## src/rtl/rv32i_types.sv

```systemverilog
// ============================================================================
//  Module      : rv32i_types (package)
//  Description : Shared types for the cache/memory subsystem. Holds the
//                cacheline arbiter FSM state and client identifiers.
//  Revision    : 1.0 - initial release
// ============================================================================
`default_nettype none

package rv32i_types;

    // Width of a physical memory line address.
    localparam int C_PMEM_ADDR_W = 32;

    // Arbiter FSM state; explicit 2-bit encoding.
    typedef enum logic [1:0] {
        ARB_IDLE   = 2'd0,
        ARB_BUSY_I = 2'd1,
        ARB_BUSY_D = 2'd2
    } arb_state_t;

    // Arbitration winner.
    typedef enum logic {
        ARB_CLIENT_I = 1'b0,
        ARB_CLIENT_D = 1'b1
    } arb_client_t;

endpackage : rv32i_types

`default_nettype wire

```

## src/rtl/cacheline_arbiter_priority.sv

```systemverilog
// ============================================================================
//  Module      : arb_priority
//  Description : Winner selection between the I- and D-cache clients plus
//                the D-grant streak counter that prevents I starvation.
//  Ports       : clk, rst      - clock, synchronous active-high reset
//                i_req, d_req  - client request levels
//                grant_en      - a grant is being made this cycle
//                winner        - combinational winner for this cycle
//  Revision    : 1.0 - initial release
// ============================================================================
`default_nettype none

module arb_priority
    import rv32i_types::*;
#(
    parameter int MAX_D_STREAK = 2
) (
    input  logic        clk,
    input  logic        rst,
    input  logic        i_req,
    input  logic        d_req,
    input  logic        grant_en,
    output arb_client_t winner
);

    localparam int C_STREAK_W = (MAX_D_STREAK < 1) ? 1 : $clog2(MAX_D_STREAK + 1);
    localparam logic [C_STREAK_W-1:0] C_STREAK_MAX = C_STREAK_W'(MAX_D_STREAK);
    localparam logic [C_STREAK_W-1:0] C_STREAK_ONE = C_STREAK_W'(1);

    logic [C_STREAK_W-1:0] r_streak;

    // D is preferred; I wins when alone or once D has used up its streak.
    always_comb begin
        winner = ARB_CLIENT_D;
        if (i_req && !d_req) begin
            winner = ARB_CLIENT_I;
        end else if (i_req && d_req && (r_streak == C_STREAK_MAX)) begin
            winner = ARB_CLIENT_I;
        end
    end

    // The streak only grows for D grants that made I wait.
    always_ff @(posedge clk) begin
        if (rst) begin
            r_streak <= '0;
        end else if (grant_en) begin
            if (winner == ARB_CLIENT_I) begin
                r_streak <= '0;
            end else if (i_req) begin
                if (r_streak != C_STREAK_MAX) begin
                    r_streak <= r_streak + C_STREAK_ONE;
                end
            end else begin
                r_streak <= '0;
            end
        end
    end

endmodule : arb_priority

`default_nettype wire

```

## src/rtl/cacheline_arbiter.sv

```systemverilog
// ============================================================================
//  Module      : cacheline_arbiter
//  Description : Shares the single physical-memory line port between the
//                I-cache and D-cache. Latches the winning request, drives it
//                to memory from registers and steers the response and read
//                line back to the granted client only.
//  Ports       : clk, rst                 - clock, synchronous active-high reset
//                i_pmem_*                 - I-cache client port
//                d_pmem_*                 - D-cache client port
//                pmem_*                   - physical memory port
//  Revision    : 1.0 - initial release
// ============================================================================
`default_nettype none

module cacheline_arbiter
    import rv32i_types::*;
#(
    parameter int WIDTH        = 256,
    parameter int MAX_D_STREAK = 2
) (
    input  logic             clk,
    input  logic             rst,

    input  logic             i_pmem_read,
    input  logic             i_pmem_write,
    input  logic [31:0]      i_pmem_address,
    input  logic [WIDTH-1:0] i_pmem_wdata,
    output logic             i_pmem_resp,
    output logic [WIDTH-1:0] i_pmem_rdata,

    input  logic             d_pmem_read,
    input  logic             d_pmem_write,
    input  logic [31:0]      d_pmem_address,
    input  logic [WIDTH-1:0] d_pmem_wdata,
    output logic             d_pmem_resp,
    output logic [WIDTH-1:0] d_pmem_rdata,

    output logic             pmem_read,
    output logic             pmem_write,
    output logic [31:0]      pmem_address,
    output logic [WIDTH-1:0] pmem_wdata,
    input  logic [WIDTH-1:0] pmem_rdata,
    input  logic             pmem_resp
);

    arb_state_t         r_state;
    logic               r_pmem_read;
    logic               r_pmem_write;
    logic [31:0]        r_addr;
    logic [WIDTH-1:0]   r_wdata;

    logic               w_i_req;
    logic               w_d_req;
    logic               w_grant_en;
    arb_client_t        w_winner;

    logic               w_sel_write;
    logic [31:0]        w_sel_addr;
    logic [WIDTH-1:0]   w_sel_wdata;

    assign w_i_req    = i_pmem_read | i_pmem_write;
    assign w_d_req    = d_pmem_read | d_pmem_write;
    assign w_grant_en = (r_state == ARB_IDLE) && (w_i_req || w_d_req);

    arb_priority #(
        .MAX_D_STREAK (MAX_D_STREAK)
    ) u_priority (
        .clk      (clk),
        .rst      (rst),
        .i_req    (w_i_req),
        .d_req    (w_d_req),
        .grant_en (w_grant_en),
        .winner   (w_winner)
    );

    // Fields of the winning client, ready to be latched on a grant.
    always_comb begin
        w_sel_write = d_pmem_write;
        w_sel_addr  = d_pmem_address;
        w_sel_wdata = d_pmem_wdata;
        if (w_winner == ARB_CLIENT_I) begin
            w_sel_write = i_pmem_write;
            w_sel_addr  = i_pmem_address;
            w_sel_wdata = i_pmem_wdata;
        end
    end

    // Strobes are registered so memory never sees combinational glitches;
    // a set write strobe overrides a simultaneous read.
    always_ff @(posedge clk) begin
        if (rst) begin
            r_state      <= ARB_IDLE;
            r_pmem_read  <= 1'b0;
            r_pmem_write <= 1'b0;
            r_addr       <= '0;
            r_wdata      <= '0;
        end else begin
            case (r_state)
                ARB_IDLE: begin
                    if (w_grant_en) begin
                        r_state      <= (w_winner == ARB_CLIENT_I) ? ARB_BUSY_I : ARB_BUSY_D;
                        r_pmem_write <= w_sel_write;
                        r_pmem_read  <= ~w_sel_write;
                        r_addr       <= w_sel_addr;
                        r_wdata      <= w_sel_wdata;
                    end
                end
                ARB_BUSY_I, ARB_BUSY_D: begin
                    if (pmem_resp) begin
                        r_state      <= ARB_IDLE;
                        r_pmem_read  <= 1'b0;
                        r_pmem_write <= 1'b0;
                    end
                end
                default: begin
                    r_state      <= ARB_IDLE;
                    r_pmem_read  <= 1'b0;
                    r_pmem_write <= 1'b0;
                end
            endcase
        end
    end

    assign pmem_read    = r_pmem_read;
    assign pmem_write   = r_pmem_write;
    assign pmem_address = r_addr;
    assign pmem_wdata   = r_wdata;

    // Response steering is combinational so the client sees resp in the
    // same cycle as memory; the idle state swallows stray memory resps.
    assign i_pmem_resp  = (r_state == ARB_BUSY_I) && pmem_resp;
    assign d_pmem_resp  = (r_state == ARB_BUSY_D) && pmem_resp;
    assign i_pmem_rdata = i_pmem_resp ? pmem_rdata : '0;
    assign d_pmem_rdata = d_pmem_resp ? pmem_rdata : '0;

endmodule : cacheline_arbiter

`default_nettype wire

```

## config.mk

```make
export PLATFORM = sky130hd
export DESIGN_NAME = cacheline_arbiter
export DESIGN_NICKNAME = d
export VERILOG_FILES = /design/src/rtl/rv32i_types.sv /design/src/rtl/cacheline_arbiter_priority.sv /design/src/rtl/cacheline_arbiter.sv
export SDC_FILE = /design/constraint.sdc
export NUM_CORES = 1
export LEC_CHECK = 0
export ABC_AREA = 1
export CORE_AREA = 8 8 636 638
export DETAILED_ROUTE_END_ITERATION = 12
export DIE_AREA = 0 0 644 646
export SLEW_MARGIN = 20
export SYNTH_ARGS = -nofsm -noshare
export SYNTH_HDL_FRONTEND = slang
export SYNTH_SLANG_ARGS = --single-unit
```

## constraint.sdc

```tcl
create_clock -name clk -period 1.5 [get_ports clk]
set_clock_uncertainty 0.1 [all_clocks]
set_input_delay 0.225 -clock clk [delete_from_list [all_inputs] [get_ports clk]]
set_output_delay 0.225 -clock clk [all_outputs]
set_load 0.01 [all_outputs]
```

==> metrics.yaml <==
run_status:
  outcome: "finished, violations left"
  violations: "setup timing"
sta:
  rsz0062_at_grt: "true"
  worst_slew_pin_slew_ns: 0.883
  setup_viol: 1012
  timing.fmax_ghz: 0.365
  finalHoldViolations: 0
  setup_tns_ns: -712.44
  period_share: 1.83
  timing.slew.headroom: 0.411
  fin_crit_ns: 2.74
  finalWorstSetupSlack_ns: -1.24
  final_max_slew_viol_count: 0
drt:
  vias_per_cell: 2.83
  dr.pass1.iters: 7
  wl_per_cell_um: 31.6
  antenna_left: 0
  drc: 0
  wirelength_um: 335000
  vias: 30000
  drt_iter0_drc: 2768
setup_path:
  slowest_stage: "dfxtp_2"
  end_kind: "output port"
  cp_max_fo: 5
  crit_path_max_incr_delay_ns: 0.34
  start_kind: "flop"
  endpoint: "d_pmem_rdata[81]"
  critical-path-top-delay-family: "buffers and inverters"
  path_cells: "buf_6, ha_4, nand2_8, buf_16, buf_16, buf_8, nor2_1, buf_4, buf_4"
  crit_start: "r_state[1]$_SDFFE_PP0P_"
  reg2reg_from: "u_priority.r_streak[0]$_SDFFE_PP0P_"
  worstPathArrival_ns: 2.41
  crit_type: "flop to output port"
  critPathBufInv: 6
  critPathRequiredTime_ns: 1.17
  ff2ff_path_depth: 11
  regToRegEndpoint: "pmem_wdata[129]$_SDFFE_PP0P_"
  reg2reg_slack_ns: -0.56
  cp_num_cells: 9
yosys:
  synth_nets: 4185
  async_reset_ff_frac: 0
  synth_top_family_by_area: "simple AND/OR/NAND/NOR gates"
  ys_warn_count: 0
  ys_types: 21
  syn_avg_cell_area_um2: 5.44
  synth-simple-area-share: 0.496
  synth_edf_count: 0
  synthMuxAreaShare: 0
  synthesis.area_mm2: 0.0182
  synth_xor_area_frac: 0
  synth-seq-cells: 294
  synth_cells: 3342
  synthAdderAreaFrac: 0.00275
  synthFlopType: "dfxtp_1"
  synth_compound_area_frac: 0.00241
  ys_seq_area_frac: 0.323
global_routing:
  overflow: 0
  grt_start_max_net_pins: 76
  grt_usage: 0.153
  grt_first_pass_wirelength_um: 395000
  antenna_found_initial: 228
  grt_pass1_vias: 27900
floorplan:
  initial_core_util: 0.0462
  num_rows: 231
  die_w_um: 644
  die_y_um: 646
  io_pins: 1643
  core_area_mm2: 0.394
  fp.dieArea_mm2: 0.416
placed_design:
  port_buffers: 1642
  dp.cells: 10300
  post-dp-hpwl_um: 300000
  routabilityCongestion: 0.993
pwr:
  ir_drop_mv: 0.834
  total_power_uw: 44900
  p_leak_uw: 0.0243
  p_per_area_mw_per_mm2: 884
clocking:
  cts_num_sinks: 294
  clk_pin_slew_ns: 0.07
  cts_tree: "yes"
  htree_levels: 2
  cts-root-buf: "clkbuf_16"
  clk_latency_ns: 0.65
  numCtsBuffers: 38
  clock_path_buffers: 3
cells_and_area:
  drive_gt1_frac: 0.245
  area_growth_pct: 179
  instances_no_fill: 10600
  fin_nets: 6090
worst_hold_path:
  worst_hold_path_type: "input port to flop"
flow_run:
  drv_cap: 0
[cell usage in the layout, fill, tap and decap left out, types with 4 or more instances in the layout]
cell type,Yosys,layout
clkbuf_8,0,6
clkbuf_2,0,11
nand3_1,291,291
clkdlybuf4s15_2,0,9
diode_2,0,92
nor2_1,1039,886
buf_2,101,95
inv_1,552,549
dlygate4sd2_1,0,71
clkbuf_16,0,42
clkbuf_1,87,4
a21oi_1,6,6
clkinv_2,0,7
nor2_2,53,107
buf_4,7,321
dfxtp_1,294,292
buf_16,0,29
clkdlybuf4s50_1,0,957
dlymetal6s2s_1,0,48
nor2_4,1,100
buf_8,5,19
buf_12,1,427
nand2_1,879,877
bufinv_16,0,6
nand2_8,0,4
buf_6,11,84
[registers in the layout, summed over array words and instances (netlist names)]
name,flops
u_priority.r_streak,2
pmem_address,32
r_state,2
pmem_wdata,256
pmem_write,1
pmem_read,1
[layout make-up]
cell class / instances / area, um^2
clock inverters: 21 / 290
flip-flops and latches: 294 / 5890
repair buffers: 2080 / 24600
well taps: 5242 / 6560
multi-input cells: 2279 / 10100
diodes: 92 / 230
fillers: 45500 / 343000
inverters: 554 / 2100
clock buffers: 48 / 1050
[power breakdown]
group          switching, uW  total, uW  internal (uW)
combinational          12700      23800          11000
clock                   4420      10400           6020
sequential              1470      10700           9260
[cells in the mapped netlist, types with 4 or more instances]
cell	count	area, um^2
buf_4	7	52.6
buf_6	11	124
buf_1	4	15.0
nor2_1	1039	3900
dfxtp_1	294	5890
buf_2	101	505
nand2_1	879	3300
ha_1	4	50.1
buf_8	5	75.1
inv_1	552	2070
nor2_2	53	332
nand3_1	291	1460
clkbuf_1	87	327
a21oi_1	6	30.0
[kinds of logic after synthesis]
family / Yosys count
buffers and inverters: 770
adders and majority gates: 4
and+or+nand+nor: 2266
DFF: 294
AOI/OAI and AO/OA: 8
[worst register-to-register path: stages, from the launching register on]
cell and delay [ns]:
dfxtp_1 0.31, inv_1 0.08, ha_1 0.15, inv_1 0.05, o21ai_2 0.12, nand2_8 0.12, buf_4 0.21, buf_12 0.19
nand2_1 0.12, nand3_1 0.28, nand2_1 0.14, inv_1 0.04
[per-layer routing]
metal	wire, um	track usage	part of all wire	vias to the layer above
met5	478	0	0.0014	-
met3	34700	0.0630	0.10	514
met4	16300	0.0543	0.049	74
met2	173000	0.287	0.52	1807
li1	-	-	-	13600
met1	110000	0.150	0.33	14000
[what timing repair did]
action | 4_1_cts | 5_1_grt
gates resized for setup | 833 | 503
buffers inserted | 58 | 35
hold endpoints to repair | 15 | 0
endpoints found under the setup margin | 1098 | 1098
hold buffers | 1 | 0
pin swaps | 8 | 17
gates cloned | 27 | 7
[through the flow]
| stage | area [um^2] | hold WS, ns | util | worst slack [ns] |
|---|---|---|---|---|
| 6_report | 50800 | 0.116 | 0.129 | -1.24 |
| 5_1_grt | 50700 | 0.102 | 0.129 | -1.33 |
| 3_3_place_gp | 46800 | 0.352 | 0.119 | -1.55 |
| 3_5_place_dp | 46800 | 0.361 | 0.119 | -1.54 |
| 4_1_cts | 49800 | 0.0306 | 0.126 | -1.46 |
| 2_1_floorplan | 18300 | 0.316 | - | -0.0625 |
[worst min-delay path by stage]
stage,slack [ns],depth (start not counted),from,end
3_5_place_dp,0.36,2,u_priority.r_streak[0]$_SDFFE_PP0P_,u_priority.r_streak[0]$_SDFFE_PP0P_
6_report,0.12,5,i_pmem_address[10],pmem_address[10]$_SDFFE_PP0P_
5_1_grt,0.10,5,i_pmem_address[14],pmem_address[14]$_SDFFE_PP0P_
3_3_place_gp,0.35,2,u_priority.r_streak[0]$_SDFFE_PP0P_,u_priority.r_streak[0]$_SDFFE_PP0P_
2_1_floorplan,0.32,4,i_pmem_address[0],pmem_address[0]$_SDFFE_PP0P_
4_1_cts,0.03,5,i_pmem_address[10],pmem_address[10]$_SDFFE_PP0P_
Note: power is estimated with default switching activity, not from simulation.
